--- src/rtl/mem_arbiter.sv ---
// BRAM arbiter between the 6502 core and a single DMA requester.
// The core is held off through READY, which only freezes read cycles, so
// pending core writes drain in STALL before the DMA is granted a bounded
// burst; RESUME re-presents the core's frozen read address before READY
// returns so the held read sees the correct BRAM data.
module mem_arbiter #(
   parameter int unsigned ADDR_W    = 16,
   parameter int unsigned MAX_BURST = 4
) (
   input  logic              i_clk,
   input  logic              i_rst,
   input  logic [ADDR_W-1:0] cpu_addr,
   input  logic [7:0]        cpu_dout,
   input  logic              cpu_rw,
   output logic              cpu_ready,
   input  logic              dma_req,
   input  logic [ADDR_W-1:0] dma_addr,
   input  logic [7:0]        dma_wdata,
   input  logic              dma_we,
   output logic              dma_gnt,
   output logic              dma_rvalid,
   output logic [ADDR_W-1:0] mem_addr,
   output logic [7:0]        mem_wdata,
   output logic              mem_we
);

   typedef enum logic [1:0] {
      ST_CPU,
      ST_STALL,
      ST_DMA,
      ST_RESUME
   } state_t;

   localparam logic [7:0] BURST_LAST = 8'(MAX_BURST);

   state_t     state;
   logic [7:0] beat_cnt;
   logic [7:0] beat_nxt;

   assign beat_nxt = beat_cnt + 8'd1;

   // READY and grant are plain decodes of the registered state, so READY
   // cannot glitch; the grant is qualified by the live request.
   assign cpu_ready = (state == ST_CPU);
   assign dma_gnt   = (state == ST_DMA) & dma_req;

   // Memory port mux: the core owns the port in every state except DMA.
   always_comb begin
      mem_addr  = cpu_addr;
      mem_wdata = cpu_dout;
      mem_we    = ~cpu_rw;
      if (state == ST_DMA) begin
         mem_addr  = dma_addr;
         mem_wdata = dma_wdata;
         mem_we    = dma_req & dma_we;
      end
   end

   // Arbitration FSM, beat counter and DMA read-valid flag.
   // Any visit to CPU lasts at least one cycle by construction, which is
   // what guarantees the core one READY cycle between bursts.
   always_ff @(posedge i_clk or negedge i_rst) begin
      if (!i_rst) begin
         state      <= ST_CPU;
         beat_cnt   <= '0;
         dma_rvalid <= 1'b0;
      end else begin
         dma_rvalid <= dma_gnt & ~dma_we;
         case (state)
            ST_CPU: begin
               if (dma_req) state <= ST_STALL;
            end
            ST_STALL: begin
               if (!dma_req) begin
                  state <= ST_RESUME;
               end else if (cpu_rw) begin
                  state    <= ST_DMA;
                  beat_cnt <= '0;
               end
            end
            ST_DMA: begin
               if (!dma_req) begin
                  state <= ST_RESUME;
               end else begin
                  beat_cnt <= beat_nxt;
                  if (beat_nxt == BURST_LAST) state <= ST_RESUME;
               end
            end
            ST_RESUME: begin
               state <= ST_CPU;
            end
            default: begin
               state <= ST_CPU;
            end
         endcase
      end
   end

endmodule

--- config.mk ---
export PLATFORM = sky130hd
export DESIGN_NAME = mem_arbiter
export DESIGN_NICKNAME = d
export VERILOG_FILES = /design/src/rtl/mem_arbiter.sv
export SDC_FILE = /design/constraint.sdc
export NUM_CORES = 1
export LEC_CHECK = 0
export CAP_MARGIN = 5
export CORE_ASPECT_RATIO = 0.7
export CORE_MARGIN = 2
export CORE_UTILIZATION = 36
export CTS_BUF_LIST = sky130_fd_sc_hd__clkbuf_8
export DETAILED_ROUTE_END_ITERATION = 10
export MAX_ROUTING_LAYER = met4
export PLACE_DENSITY = 0.95
export SETUP_SLACK_MARGIN = 0.4
export SYNTH_ARGS = -nofsm -noshare
export SYNTH_HDL_FRONTEND = slang
export SYNTH_SLANG_ARGS = --single-unit
--- constraint.sdc ---
create_clock -name i_clk -period 3.35 [get_ports i_clk]
set_input_delay 1.005 -clock i_clk [delete_from_list [all_inputs] [get_ports i_clk]]
set_output_delay 1.005 -clock i_clk [all_outputs]
set_load 0.005 [all_outputs]
==> results of run 1 <==
flip-flops by register name, summed over array words and instances, names as in the netlist:
| register | cells |
|---|---|
| beat_cnt | 8 |
| dma_rvalid | 1 |
| state | 2 |
where the power goes:
group | leakage [nW] | internal, W | switching, W
Clock | 0.0269 | 0.0000806 | 0.0000511
Sequential | 0.146 | 0.000165 | 0.0000364
Combinational | 0.597 | 0.000391 | 0.000281
Total | 0.770 | 0.000636 | 0.000368
through the flow:
step	instance area, µm²	total power, W
2_1_floorplan	1000	0.000571
3_3_place_gp	1850	0.000884
3_5_place_dp	1850	0.000919
4_1_cts	1880	0.000995
5_1_grt	1890	0.00107
6_report	1890	0.00100
per-layer routing:
metal  share of wire  vias to the layer above
li1                -                      535
met1            0.33                      529
met2            0.62                       31
met3           0.032                        6
met4           0.018                        0
met5               0                        -
final cells by class:
cell class	count	share of cell area
Tap cell	34	0.0225
Timing Repair Buffer	84	0.436
Multi-Input combinational cell	81	0.364
Clock inverter	1	0.00199
Inverter	4	0.00795
Clock buffer	3	0.0219
Sequential cell	11	0.146
cells in the final DEF (no fill, tap or decap), types with 2 or more instances in the layout:
cell type	instances
buf_4	3
clkbuf_8	3
clkdlybuf4s15_1	20
clkdlybuf4s50_1	54
dfrtp_1	11
dlygate4sd2_1	5
ha_1	4
inv_1	5
mux2_2	25
nand2_1	6
nand2_2	2
nand3_1	2
nor2_1	8
nor2b_1	4
o21ai_1	9
o31ai_1	2
xnor2_1	2
cell usage after synthesis, types with 3 or more instances:
cell	number	area (µm²)
nor2b_1	4	25.0
nand2_1	6	22.5
ha_1	4	50.1
nor2_1	8	30.0
dfrtp_1	11	275
o21ai_1	9	45.0
mux2_2	25	282
buf_2	3	15.0
inv_1	4	15.0
kinds of logic after synthesis:
kind of cell,count (synthesis)
fa+ha+maj,4
mux,28
xor+xnor,2
buf+inv,8
compound gates,18
flops,11
simple gates,29
critical path, cell delays in order:
cell and delay [ps]:
clkdlybuf4s50_1 400, mux2_2 270, dlygate4sd2_1 270
path summary, 6_finish.rpt:
path | slack, ps | cells after the start | to | from
min in group asynchronous | 1110 | 1 | beat_cnt[2] | i_rst
max | 410 | 3 | mem_addr[0] | cpu_addr[0]
max reg2reg | 1340 | 7 | beat_cnt[5] | state[0]
min | 520 | 1 | beat_cnt[7] | beat_cnt[7]
max in group asynchronous | 1900 | 1 | beat_cnt[1] | i_rst
min reg2reg | 520 | 1 | beat_cnt[7] | beat_cnt[7]
==> out/metrics.csv, run 1 <==
stage;metric;value;unit
outcome;status;finished clean;
finish;Fill cells;172;
place;Setup WS pre-CTS;47.3;ps
synth;Mapped Cells;100;
synth;Ys Warns;0;
global_route;vias in the first global route;1069;
synth;mux contribution to synthesized area;0.328;
clock_tree;CTS tree;yes;
die;Site Rows;15;
die;Chip Height;48.2;µm
detailed_routing;Detailed Routing Iterations Pass 1;4;
finish;ANT cells;0;
clock_tree;Inserted Clock Buffers;3;
pwr;Leak;0.770;nW
detailed_routing;total number of vias;1101;
timing;Fmax achieved;340;MHz
timing;final setup skew;1.39;ps
die;Starting Density;0.394;
global_route;initial antenna violation count;0;
global_route;met3 Use GR;0.0439;
clock_tree;Clk Latency, worst-skew pair;240;ps
synth;post-synthesis area per instance;10.0;µm²
detailed_routing;DRC viols;0;
timing;min Tclk post-route;2940;ps
global_route;grt met2 use;0.475;
critical_path;Crit Path Max Fanout;1;
clock_tree;Post-CTS Hold Buffers;0;
place;RePlAce Congestion;0.881;
clock_tree;Post-CTS Resized;35;
global_route;GRT Util Overall;0.231;
detailed_routing;post-route ant nets;0;
finish;fin cells;218;
die;Die Wd;67.1;µm
global_route;global route hottest layer;met2;
finish;multi-input logic area;688;µm²
synth;Async S/R FF share, synth;1.00;
critical_path;Setup crit start kind;primary input;
synth;Syn Nets;157;
global_route;GRT overflow;0;
synth;combinational family with the most area after synthesis;multiplexers;
synth;compound-cell area share of the yosys netlist;0.136;
synth;number of synthesized flops with an enable pin;0;
global_route;largest net degree at the start of global routing;14;
timing;final hold vios;0;
finish;FF/Latch Area;275;µm²
timing;crit share post-route;0.879;
synth;main flop type after synthesis;dfrtp_1;
detailed_routing;DRT iter0 DRCs;33;
timing;final setup vio count;0;
timing;RSZ-0062 raised after global routing;yes;
die;I/O Pins;81;
synth;Seq/Total Area, Yosys;0.274;
timing;final worst slack;406;ps
synth;Mapped Area;1000;µm²
finish;Syn-to-layout area delta;88.0;%
detailed_routing;vias per cell;5.05;
finish;Final #Nets;242;
critical_path;Setup CP Type;in2out;
global_route;first-pass GRT wire length;5.18;mm
place;post-DP HPWL;3.23;mm
clock_tree;post-CTS setup buffers;0;
run;max_cap viols;0;
clock_tree;root buffer cell;clkbuf_8;
timing;worst hold slack;522;ps
synth;distinct cell type count after synthesis;31;
synth;xor/xnor cell area share of the yosys netlist;0.0174;
detailed_routing;wire per inst;17.5;µm
detailed_routing;drt total wl;3.81;mm
synth;post-synthesis adder-cell area fraction;0.0498;
timing;slew at the pin closest to its max-slew limit;513;ps
finish;final core utilization;0.740;
critical_path;Crit path arrival time;1940;ps
pwr;VDD IR max;0.354;mV
critical_path;worst path required time;2340;ps
clock_tree;Worst-path clk slew;50;ps
finish;ratio of cells with drive above 1 in the final layout;0.228;
timing;final max-slew violation count;0;
global_route;Global Route met1 Usage;0.230;
synth;#FFs+latches synth;11;
pwr;Pwr Density;532;nW/µm²
clock_tree;H-tree Lvls;1;
timing;Post-Route Setup TNS;0;ps
place;placed insts;214;
place;PortBufs;80;
die;Core Box Area;2550;µm²
synth;simple-gate portion of the synthesized area;0.154;
critical_path;Worst setup EP type;output port;
clock_tree;maximum clock path buffer count;2;
die;die area;3240;µm²
clock_tree;clk sink count;11;
min_path;Hold WC Path Type;reg2reg;
timing;Max transition margin;0.657;
Power figures use the tool's default switching activity.
==> inputs of run 2 (changes only) <==
--- a/config.mk
+++ b/config.mk
@@ -7,12 +7,12 @@
 export LEC_CHECK = 0
 export CAP_MARGIN = 5
 export CORE_ASPECT_RATIO = 0.7
-export CORE_MARGIN = 2
 export CORE_UTILIZATION = 36
 export CTS_BUF_LIST = sky130_fd_sc_hd__clkbuf_8
 export DETAILED_ROUTE_END_ITERATION = 10
 export MAX_ROUTING_LAYER = met4
-export PLACE_DENSITY = 0.95
+export PLACE_DENSITY = 0.87
+export REMOVE_ABC_BUFFERS = 1
 export SETUP_SLACK_MARGIN = 0.4
 export SYNTH_ARGS = -nofsm -noshare
 export SYNTH_HDL_FRONTEND = slang
==> run 2 against run 1 <==
Against the previous run:
- clock power about the same
- first-iteration DRC count rose by 120%
- count of clock-buffer cells in the layout did not move
- worst hold slack better by 34 ps
- clock skew increased by 2.5 ps
- combinational power grew 1%
- sequential share of layout area decreased by 0.077 points
- die area fell by 7.0%
- largest cell class unchanged
==> out/metrics.csv, run 2 (synthesized netlist as in run 1, its figures left out) <==
stage;metric;value;unit
outcome;status;finished clean;
clock_tree;root buffer cell;clkbuf_8;
critical_path;Setup crit start kind;primary input;
detailed_routing;total number of vias;1086;
die;Core Box Area;2550;µm²
run;max_cap viols;0;
pwr;VDD IR max;0.442;mV
timing;crit share post-route;0.877;
clock_tree;H-tree Lvls;1;
die;Starting Density;0.394;
global_route;GRT overflow;0;
place;Setup WS pre-CTS;57.5;ps
place;RePlAce Congestion;0.736;
die;die area;3010;µm²
detailed_routing;DRT iter0 DRCs;72;
die;Chip Height;46.2;µm
clock_tree;post-CTS setup buffers;0;
timing;final max-slew violation count;0;
die;I/O Pins;81;
timing;final hold vios;0;
critical_path;Worst setup EP type;output port;
critical_path;r2r endpoint;beat_cnt[5];
global_route;met3 Use GR;0.0594;
min_path;Hold Path Stages;1;
clock_tree;maximum clock path buffer count;2;
finish;Final #Nets;241;
clock_tree;Clk Latency, worst-skew pair;240;ps
critical_path;Crit path arrival time;1930;ps
finish;commonest cells after routing, fill and taps aside;clkdlybuf4s50_1 (53), mux2_2 (25), clkdlybuf4s15_1 (19);
timing;Post-Route Setup TNS;0;ps
global_route;grt met2 use;0.494;
global_route;first-pass GRT wire length;5.68;mm
finish;Most flops, register;beat_cnt;
global_route;initial antenna violation count;0;
finish;final core utilization;0.744;
global_route;global route hottest layer;met2;
detailed_routing;post-route ant nets;0;
clock_tree;Worst-path clk slew;50;ps
critical_path;Reg2Reg Depth;7;
clock_tree;CTS tree;yes;
timing;final setup vio count;0;
timing;RSZ-0062 raised after global routing;no;
timing;slew at the pin closest to its max-slew limit;494;ps
pwr;post-layout power;0.00101;W
timing;final setup skew;3.91;ps
finish;biggest registers after layout;beat_cnt: 8 flops, state: 2 flops, dma_rvalid: 1 flops;
min_path;hold path startpoint;beat_cnt[7];
timing;Fmax achieved;340;MHz
critical_path;worst path required time;2340;ps
global_route;GRT Util Overall;0.275;
critical_path;R2R Setup Slk;1430;ps
detailed_routing;wire per inst;16.6;µm
die;Die Wd;65.1;µm
place;PortBufs;80;
timing;min Tclk post-route;2940;ps
timing;final worst slack;412;ps
critical_path;Crit Path Max Fanout;1;
global_route;largest net degree at the start of global routing;28;
detailed_routing;drt total wl;3.61;mm
critical_path;Setup CP Type;in2out;
timing;Max transition margin;0.670;
min_path;Min-Delay Endpoint;beat_cnt[7];
global_route;vias in the first global route;1074;
finish;number of flip-flops under the largest register name;8;
pwr;Pwr Density;532;nW/µm²
finish;commonest non-fill, non-tap cell in the layout;clkdlybuf4s50_1;
global_route;Global Route met1 Usage;0.307;
detailed_routing;Detailed Routing Iterations Pass 1;4;
critical_path;reg2reg start;state[0];
clock_tree;clk sink count;11;
min_path;Hold WC Path Type;reg2reg;
detailed_routing;DRC viols;0;
pwr;Leak;0.785;nW
clock_tree;Inserted Clock Buffers;3;
place;post-DP HPWL;2.97;mm
finish;ratio of cells with drive above 1 in the final layout;0.219;
finish;ANT cells;0;
finish;Syn-to-layout area delta;89.0;%
clock_tree;Post-CTS Hold Buffers;0;
die;Site Rows;15;
detailed_routing;vias per cell;5.00;
## run 2: changes by cell type in the layout (fill, tap and decap cells not counted)
cell / before / now
dlymetal6s2s_1: 0 / 2
buf_12: 0 / 1
buf_4: 3 / 2
buf_6: 1 / 0
clkbuf_2: 1 / 0
clkdlybuf4s15_1: 20 / 19
clkdlybuf4s50_1: 54 / 53
dlygate4sd2_1: 5 / 6
## run 2: layout make-up
| class | count | area (µm²) |
|---|---|---|
| Sequential cell | 11 | 275 |
| Inverter | 4 | 15.0 |
| Tap cell | 34 | 42.5 |
| Clock buffer | 3 | 41.3 |
| Timing Repair Buffer | 83 | 833 |
| Clock inverter | 1 | 3.75 |
| Multi-Input combinational cell | 81 | 688 |
| Fill cell | 188 | 653 |
## run 2: power by group
| part | switching, W | internal (W) | total (W) |
|---|---|---|---|
| registers | 0.0000340 | 0.000165 | 0.000199 |
| clock network | 0.0000517 | 0.0000806 | 0.000132 |
| logic | 0.000281 | 0.000399 | 0.000680 |
## run 2: through the flow
step	hold slack, ps	cell area [µm²]	cells
6_report	555	1900	217
5_1_grt	561	1900	217
4_1_cts	544	1870	217
3_5_place_dp	519	1840	213
3_3_place_gp	515	1840	213
2_1_floorplan	469	978	96
## run 2: worst max-delay path by stage
stage                     cells after the start         from  slack [ps]     endpoint
after floorplan                               5     state[0]         730       mem_we
after global placement                        5      dma_req          90       mem_we
after detailed placement                      5      dma_req          60       mem_we
after CTS                                     3       cpu_rw         220       mem_we
after global routing                          3  cpu_addr[3]         400  mem_addr[3]
final                                         3  dma_addr[3]         410  mem_addr[3]
## run 2: critical path, cell delays in order
cell             delay [ps]
clkdlybuf4s50_1         400
mux2_2                  270
dlygate4sd2_1           260
## run 2: what timing repair did
action | in CTS | in global routing
gates cloned | 0 | 0
pin swaps | 0 | 0
setup endpoints to repair | 26 | 26
gates resized for setup | 32 | 17
## run 2: per-layer routing
metal	part of all wire	routed length [µm]
met1	0.40	1430
met5	0	0
met3	0.040	143
met4	0.016	59
met2	0.55	1980
==> RTL change (flow settings as in run 1) <==
Make the reset (`i_rst`) synchronous in one clocked block.
--- a/src/rtl/mem_arbiter.sv
+++ b/src/rtl/mem_arbiter.sv
@@ -59,7 +59,7 @@
    // Arbitration FSM, beat counter and DMA read-valid flag.
    // Any visit to CPU lasts at least one cycle by construction, which is
    // what guarantees the core one READY cycle between bursts.
-   always_ff @(posedge i_clk or negedge i_rst) begin
+   always_ff @(posedge i_clk) begin
       if (!i_rst) begin
          state      <= ST_CPU;
          beat_cnt   <= '0;
Check against the original RTL: differs if i_rst is asserted again (counterexample within 4 cycles, from zero or initial values and one cycle with i_rst low); with i_rst held inactive, the same outputs for 10 cycles.
==> RTL change against run 1 <==
- clock skew decreased by 0.00060 ns
- cell area increased by 1.2%
- sequential cell count did not move
- routed wire length decreased by 6.6%
- critical path depth unchanged
- register-to-register slack worse by 0.02 ns
- power decreased by 29%
- area after synthesis increased by 3.1%
- critical path type unchanged
- worst hold slack worse by 0.0076 ns
- die area increased by 2.9%
- combinational power fell by 36%
- sequential power fell by 22%
- utilization fell by 4.8 points
- setup slack improved by 0.015 ns
==> RTL change: results (changes against run 1) <==
- Layout cells sized above 1: 0.196 (-0.0323)
- Sequential fraction of the synthesis area: 0.213 (-0.0614)
- Arr. time, crit path: 1.92 ns (-0.02 ns)
- Synth cell types: 38 (+23%)
- Initial DRC count: 47 (+42%)
- Met2 Usage GRT: 0.390 (-0.0853)
- First-pass GRT wire length: 5260 µm (+1.6%)
- Post-synthesis mux area share: 0.272 (-0.0558)
- Peak supply drop: 0.000247 V (-30%)
- Total global routing track utilization: 0.213 (-0.0182)
- Asr flop ratio synth: 0 (-1.00)
- WL met1: 1260 µm (-0.32%)
- Initial antenna violation count: 0 (unchanged)
- Fin Clk Skew: 0.000793 ns (-0.000596 ns)
- Adder-Cell Fraction of Synth Area: 0.0604 (+0.0106)
- Pwr Total: 715 µW (-29%)
- Area of the multi-input gates: 771 µm² (+12%)
- Vias post-DR: 1226 (+11%)
- Final setup margin: 0.421 ns (+0.0153 ns)
- Commonest cells post-synth: 25 x mux2_2, 11 x dfxtp_1, 6 x nand2_1
- Placed cell area: 1860 µm² (+0.68%)
- Met1 usage: 0.219 (-0.0106)
- Xor/xnor share of the synthesized area: 0.0338 (+0.0164)
- Clk pwr share: 0.183 (+0.052)
- DR WL met3: 430 µm (+250%)
- Slew HR: 0.660 (+0.00312)
- Compound-Gate Fraction of Synth Area: 0.140 (+0.00436)
- Total Routed Length: 3550 µm (-6.6%)
- Hpwl dp: 2750 µm (-15%)
- Placer Congestion: 0.843 (-4.3%)
- Flop pwr share: 0.219 (+0.019)
- Placed insts: 229 (+7.0%)
- Met2 WL post-DR: 1810 µm (-23%)
- NumNets Final: 258 (+6.6%)
- Cell Int Power: 480 µW (-25%)
- Wire length per cell: 15.1 µm (-13%)
- R2R setup slack: 1.32 ns (-0.02 ns)
- Synth warn: 0 (unchanged)
- Placement Setup Slack: 0.0303 ns (-0.0170 ns)
- Status: finished clean
- Largest net degree at the start of global routing: 29 (+15)
- Synth top area cells: mux2_2 27%, dfxtp_1 21%, ha_1 6.0%, nor2b_1 3.0%, xnor2_1 2.5%
- Pleak: 0.000754 µW (-2.1%)
- Cells after synthesis: 117 (+17%)
- Vias in the first global route: 1118 (+4.6%)
- N_diodes: 0 (unchanged)
- Hold Crit Class: flip-flop to flip-flop
- GR Layer Usage met3: 0.0693 (+0.0254)
- Post-synth net total: 175 (+11%)
- Worst hold slack: 0.514 ns (-0.00756 ns)
==> RTL change: changes by cell type after synthesis, sizes merged, moves of 4 or more <==
| cell | before | now |
|---|---|---|
| a21boi | 0 | 4 |
| dfrtp | 11 | 0 |
| a21oi | 0 | 5 |
| dfxtp | 0 | 11 |
| o21ai | 9 | 5 |
| nor2 | 9 | 5 |
==> RTL change: final timing paths <==
path	from	cells after the start	endpoint
min	beat_cnt[7]	2	beat_cnt[7]
min reg2reg	beat_cnt[7]	2	beat_cnt[7]
max	dma_addr[13]	3	mem_addr[13]
max reg2reg	beat_cnt[0]	6	state[0]
==> RTL change: final cells by class <==
type                    instances  area share
repair buffers                 84       0.427
multi-input cells              96       0.403
flip-flops and latches         11       0.115
well taps                      36      0.0236
clock buffers                   3      0.0216
inverters                       4     0.00785
clock inverters                 1     0.00196
==> RTL change: what timing repair did <==
item                                    in CTS  in global routing
gates resized for setup                     30                 17
cloned                                       0                  0
endpoints found under the setup margin      26                 13
setup buffers                                1                  1
